[config.mk]
export PLATFORM = sky130hd
export DESIGN_NAME = axis_rx_fifo
export DESIGN_NICKNAME = d
export VERILOG_FILES = /design/src/rtl/axis_rx_fifo.sv
export SDC_FILE = /design/constraint.sdc
export NUM_CORES = 1
export LEC_CHECK = 0
export CAP_MARGIN = 20
export CELL_PAD_IN_SITES_DETAIL_PLACEMENT = 0
export CELL_PAD_IN_SITES_GLOBAL_PLACEMENT = 1
export CORE_ASPECT_RATIO = 0.75
export CORE_UTILIZATION = 48
export DETAILED_ROUTE_END_ITERATION = 8
export PLACE_DENSITY = 0.81
export RECOVER_POWER = 25
export SYNTH_ARGS = -nofsm -noshare
export SYNTH_HDL_FRONTEND = slang
export SYNTH_SLANG_ARGS = --single-unit
[constraint.sdc]
create_clock -name aclk -period 6.31 [get_ports aclk]
set_clock_uncertainty 0.1 [all_clocks]
set_input_delay 1.262 -clock aclk [delete_from_list [all_inputs] [get_ports aclk]]
set_output_delay 1.262 -clock aclk [all_outputs]
set_load 0.02 [all_outputs]
[src/rtl/axis_rx_fifo.sv]
`default_nettype none
// +----------------------------------------------------------------------------+
// | Module  : axis_rx_fifo                                                     |
// | Brief   : AXI4-stream receive buffer, DEPTH-1 entry RAM + output register, |
// |           fully registered on both sides. AXIS_RX_FIFO_STATS_EN adds       |
// |           beat and stall counters.                                         |
// | Revision: 1.0 - initial release                                            |
// +----------------------------------------------------------------------------+
module axis_rx_fifo #(
    parameter int DATA_BITS = 64,  // matches AXI_DATA_BITS of the shared types
    parameter int DEPTH     = 16
) (
    input  logic                     aclk,
    input  logic                     aresetn,
    input  logic [DATA_BITS-1:0]     s_tdata,
    input  logic                     s_tvalid,
    output logic                     s_tready,
    output logic [DATA_BITS-1:0]     m_tdata,
    output logic                     m_tvalid,
    input  logic                     m_tready,
    output logic [$clog2(DEPTH):0]   fill
`ifdef AXIS_RX_FIFO_STATS_EN
    ,
    output logic [31:0]              stat_beats,
    output logic [31:0]              stat_stalls
`endif
);

    localparam int c_ptr_bits  = $clog2(DEPTH);
    localparam int c_fill_bits = $clog2(DEPTH) + 1;
    localparam logic [c_ptr_bits-1:0]  c_ptr_last = c_ptr_bits'(DEPTH - 2);
    localparam logic [c_fill_bits-1:0] c_full     = c_fill_bits'(DEPTH);

    logic [DATA_BITS-1:0]   r_ram [0:DEPTH-2];
    logic [c_ptr_bits-1:0]  r_wr_ptr;
    logic [c_ptr_bits-1:0]  r_rd_ptr;
    logic [c_fill_bits-1:0] r_fill;
    logic                   r_out_valid;
    logic [DATA_BITS-1:0]   r_out_data;
    logic                   r_s_ready;

    logic                   w_push;
    logic                   w_pop;
    logic                   w_load;
    logic                   w_ram_empty;
    logic                   w_ram_rd;
    logic                   w_ram_wr;
    logic [c_fill_bits-1:0] w_fill_next;

    function automatic logic [c_ptr_bits-1:0] f_ptr_inc(input logic [c_ptr_bits-1:0] ptr);
        return (ptr == c_ptr_last) ? '0 : ptr + 1'b1;
    endfunction

    assign w_push      = s_tvalid && r_s_ready;
    assign w_pop       = r_out_valid && m_tready;
    assign w_load      = !r_out_valid || w_pop;
    // RAM occupancy is fill minus the output register's beat.
    assign w_ram_empty = (r_fill == c_fill_bits'(r_out_valid));
    assign w_ram_rd    = w_load && !w_ram_empty;
    // An incoming beat bypasses the RAM when it goes straight to the output register.
    assign w_ram_wr    = w_push && !(w_load && w_ram_empty);
    assign w_fill_next = r_fill + c_fill_bits'(w_push) - c_fill_bits'(w_pop);

    always_ff @(posedge aclk) begin
        if (w_ram_wr) begin
            r_ram[r_wr_ptr] <= s_tdata;
        end
    end

    always_ff @(posedge aclk or negedge aresetn) begin
        if (!aresetn) begin
            r_wr_ptr    <= '0;
            r_rd_ptr    <= '0;
            r_fill      <= '0;
            r_out_valid <= 1'b0;
            r_out_data  <= '0;
            r_s_ready   <= 1'b0;
        end else begin
            r_fill    <= w_fill_next;
            r_s_ready <= (w_fill_next != c_full);
            if (w_ram_wr) begin
                r_wr_ptr <= f_ptr_inc(r_wr_ptr);
            end
            if (w_ram_rd) begin
                r_rd_ptr <= f_ptr_inc(r_rd_ptr);
            end
            if (w_load) begin
                if (!w_ram_empty) begin
                    r_out_data  <= r_ram[r_rd_ptr];
                    r_out_valid <= 1'b1;
                end else if (w_push) begin
                    r_out_data  <= s_tdata;
                    r_out_valid <= 1'b1;
                end else begin
                    r_out_valid <= 1'b0;
                end
            end
        end
    end

    assign s_tready = r_s_ready;
    assign m_tdata  = r_out_data;
    assign m_tvalid = r_out_valid;
    assign fill     = r_fill;

`ifdef AXIS_RX_FIFO_STATS_EN
    logic [31:0] r_stat_beats;
    logic [31:0] r_stat_stalls;

    always_ff @(posedge aclk or negedge aresetn) begin
        if (!aresetn) begin
            r_stat_beats  <= '0;
            r_stat_stalls <= '0;
        end else begin
            if (w_push) begin
                r_stat_beats <= r_stat_beats + 32'd1;
            end
            if (r_out_valid && !m_tready) begin
                r_stat_stalls <= r_stat_stalls + 32'd1;
            end
        end
    end

    assign stat_beats  = r_stat_beats;
    assign stat_stalls = r_stat_stalls;
`endif

endmodule
`default_nettype wire

After elaboration in Yosys (flattened, before gate mapping)
Memory sizes are Yosys's and may differ from the RTL's.
Cells that the tools add are included.
{"block": "word_totals", "regBits": 79, "ram_bits": 960, "inputBits": 68, "output_inout_bits": 71, "elab_cells": 34, "memories": 1}
{"memory": "r_ram", "depth": 15, "word_bits": 64, "rd": 1, "rd_clocked_by_memory_dff": 0, "write_ports": 1, "line": "34", "source": "logic [DATA_BITS-1:0] r_ram [0:DEPTH-2];"}
{"block": "op_classes", "n_addsub": 4, "n_eq_ne": 5, "muxes": 8, "reduce_logical": 10}
{"op": "2-to-1 mux 64 bit", "n": 2}
{"op": "adder 4 x 1 -> 4 bit (second input constant)", "n": 2}
{"op": "== test 4 bit (second input constant)", "n": 2}
{"op": "2-to-1 mux 4 bit", "n": 2}
{"op": "adder 5 x 1 -> 5 bit", "n": 1}
{"op": "== test 5 x 1 -> 1 bit", "n": 1}
{"op": "logical AND 1 bit", "n": 5}
{"op": "!= test 5 bit (second input constant)", "n": 1}
{"op": "subtractor 5 x 1 -> 5 bit", "n": 1}
{"op": "2-to-1 mux 1 bit", "n": 4}
{"op": "logical NOT 1 bit", "n": 3}
{"op": "!= test 2 bit (second input constant)", "n": 1}
{"op": "AND reduction 2 bit", "n": 1}
{"op": "logical OR 1 bit", "n": 1}

Logic depth before layout (Yosys ltp)
{"block": "logic_depth", "depth_word": 7, "ltp_mapped": 10, "depth_no_buf": 10}

Worst setup path before layout
Ideal clock, no wire load.
{"block": "synth_timing", "path_kind": "input-to-reg", "start": "in m_tready", "end": "mem r_ram[0][0], enable pin", "setup_ns": 0.565, "arrival_time_ns": 6.582, "t_required_ns": 5.645, "slack_ns": -0.936, "stages": 4, "path_buffers": 0, "cell_sequence": "a21bo_2 a31oi_1 or3b_1 nor3_1"}
{"block": "synth_via", "elab_chain_len": 7}
{"element": "start, declared", "line": "20", "source": "input logic m_tready,"}
{"element": "logical AND 1 bit", "line": "55", "source": "assign w_pop = r_out_valid && m_tready;"}
{"element": "logical OR 1 bit", "line": "56", "source": "assign w_load = !r_out_valid || w_pop;"}
{"element": "logical AND 1 bit", "line": "61", "source": "assign w_ram_wr = w_push && !(w_load && w_ram_empty);"}
{"element": "logical NOT 1 bit", "line": "61"}
{"element": "logical AND 1 bit", "line": "61"}
{"element": "2-to-1 mux 1 bit", "line": "65", "source": "if (w_ram_wr) begin"}
{"element": "2-to-1 mux 1 bit (implied by the code)", "line": "66", "source": "r_ram[r_wr_ptr] <= s_tdata;"}
{"element": "end, declared", "line": "34"}
No other way between the ends.

Final worst setup path
{"block": "layout_timing", "start": "in m_tready", "end": "mem r_ram[12][55], enable pin"}
Same word-level chain as after synthesis.

==> flow_summary.ini <==
[setup_path]
critPathKind = primary input to flip-flop
endpoint_kind = flip-flop
ff2ff_setup_slack_ns = 2.44
setup.worst_path.end = r_ram[12][55]
reg2reg_depth = 7
r2r_end = r_ram[12][55]
rr_startpoint = fill[2]
crit_required_ns = 6.52
startpoint_type = primary input
crit_fanout = 25
worstPathArrival_ns = 4.73
critPathLaunch = m_tready

[floorplan]
fp.dieW_um = 336
die_h_um = 253
core_area_um2 = 82700
die_area_um2 = 85100
pin_count = 139
std_cell_rows = 91
initial_core_util_pct = 48.7

[timing]
layout_min_cycle_time_ns = 4.52
drv_slew = 42
tns_ns = 0
hold_ws_ns = 0.407
min_period_over_period_pct = 71.6
relSlewSlack_pct = -113
rsz0062_at_grt = false
finalSetupViolations = 0
hold_viol_final = 0
max_freq_mhz = 221
tightest_slew_ns = 3.19

[detailed_routing]
wl_per_cell_um = 26.4
drc_errors = 0
initialDrtViolationCount = 2537
routed_wl_um = 91300
antenna_left = 0
routed-via-count = 20900
via_per_inst = 6.04
first_pass_iters = 5

[place]
gp_congestion = 0.772
hpwl_um = 50100
io_buffers = 138

[grt]
grt_pass1_wl_um = 136000
grt_max_degree = 125
grtUsageTotal_pct = 21.7
antenna_found_initial = 4
gr-total-overflow = 0
grt_pass1_vias = 21500

[clocking]
cts_root_buffer = clkbuf_16
clock_latency_ns = 0.66
cts_hold_buf = 0
tritoncts = yes
post_cts_resized = 0
cts_setup_buffers = 0
clk_pin_slew_ns = 0.06
cts_made_buffers = 98
htreeDepth = 3
cts_buffer_depth = 3
cts.sinks = 1039

[final_layout]
final_nets = 2334
antennaDiodeCount = 0
drive_gt1_share_pct = 17.6
post-route-util_pct = 55.8
syn_to_final_growth_pct = 14.6

[synth]
avgSynthCellArea_um2 = 19.2
ys_top_cells_by_area = edfxtp_1 72%, mux4_2 9.5%, dfrtp_1 4.9%
synth_edf_count = 960
yosysSeqAreaShare_pct = 76.5
yosysMostFrequentCell = edfxtp_1
synthArstFlopShare_pct = 7.60
synthTopCellsByCount = 960 x edfxtp_1, 241 x nand2_1, 170 x mux4_2
yosys.area.top_type_share_pct = 71.6
synth_seq_cells = 1039
ys.flop_type = edfxtp_1
ys_types = 54
synth_nets = 2174
yosysWarnings = 0
syn_inst = 2099
synth_area_um2 = 40300
synth_top_cell_by_area = edfxtp_1

[status]
failed_checks = capacitance limit, slew limit
status = finished with violations

[pwr]
intPower_w = 0.0143
power_w = 0.0208
vdd_ir_drop_max_mv = 0.324
p_sw_w = 0.00645
p_sw_share_pct = 31.1
p_leak_nw = 14.9
p_seq_share_pct = 43.3
combPwrFrac_pct = 28.9
clkPwrFrac_pct = 27.7
powerDensity_nw_per_um2 = 450

[worst_hold_path]
min_path_type = flip-flop to flip-flop

[flow_run]
max_cap_violations = 1
## layer usage
metal	vias up	track usage [%]	routed length, um
li1	8821	-	-
met1	11000	32.1	40100
met4	6	5.74	1810
met2	899	33.0	42000
met5	-	0	40
met3	141	4.50	7370
## worst max-delay path, stage by stage
cell	delay, ns
dlygate4sd3_1	0.58
a21bo_2	0.25
a31oi_1	0.72
or3b_1	0.59
nor2_4	0.81
buf_4	0.47
## cell families (layout without fill, tap and decap cells)
kind of cell	Yosys count	after routing	share of synthesized area, %
DFF	1039	1039	76.5
and+or+nand+nor	305	305	3.11
AOI/OAI and AO/OA	304	304	5.26
adders and majority gates	7	7	0.236
muxes	305	305	12.9
buffers and inverters	134	377	1.81
xor gates and xnor gates	5	5	0.127
## layout by cell type, fill, tap and decap left out, drive strengths merged, types with 5 or more instances in the layout
master         netlist  routed
a21o                 5       5
a21oi               38      38
a221o                5       5
a221oi               9       9
a22o                 7       7
a22oi                6       6
a31oi               40      40
a32o                45      45
and2                 7       7
buf                 84      48
bufinv               0       6
clkbuf              43     145
clkdlybuf4s50        0     101
clkinv               0      29
dfrtp               79      79
dlygate4sd3          0      36
edfxtp             960     960
ha                   6       6
inv                  7      10
mux2                22      22
mux2i              113     113
mux4               170     170
nand2              241     241
nand2b               7       7
nor2                28      28
nor3                 7       7
o211ai              52      52
o21ai               73      73
o22a                 6       6
o22ai                7       7
## sequential cells by signal, indices dropped and copies added (netlist names)
signal	count
r_rd_ptr	4
r_ram	960
s_tready	1
m_tdata	64
r_wr_ptr	4
m_tvalid	1
fill	5
## per-stage QoR
step / worst slack, ns / instance area (um2) / cells
3_5_place_dp: 1.30 / 43000 / 3274
6_report: 1.79 / 46100 / 3458
5_1_grt: 1.63 / 46100 / 3458
3_3_place_gp: 1.39 / 42900 / 3272
2_1_floorplan: 0.797 / 40300 / 2099
4_1_cts: 1.97 / 46100 / 3457
## power groups by stage
stage          clock [W]  sequential, W  combinational, W
3_5_place_dp           0        0.00914           0.00604
6_report         0.00576        0.00900           0.00601
5_1_grt          0.00609        0.00909           0.00646
4_1_cts          0.00585        0.00901           0.00607
3_3_place_gp           0        0.00910           0.00592
2_1_floorplan          0        0.00914           0.00400
## area by class of cell
type,count,area (um2)
inverter,7,26.3
fill,6183,36500
sequential,1039,30800
timing repair buffer,187,1860
clock buffer,143,2750
multi-input combinational,926,8870
tap,1116,1400
clock inverter,40,400
## worst min-delay path by stage
| stage | slack, ns | start | cells past startpoint | endpoint |
|---|---|---|---|---|
| global placement | 0.39 | m_tdata[41] | 2 | m_tdata[41] |
| floorplan | 0.40 | r_wr_ptr[1] | 2 | r_wr_ptr[1] |
| finish | 0.41 | m_tdata[41] | 2 | m_tdata[41] |
| CTS | 0.42 | m_tdata[9] | 1 | m_tdata[9] |
| detailed placement | 0.39 | m_tdata[61] | 1 | m_tdata[61] |
| global route | 0.43 | m_tdata[44] | 2 | m_tdata[44] |
Note: power is estimated with default switching activity, not from simulation.
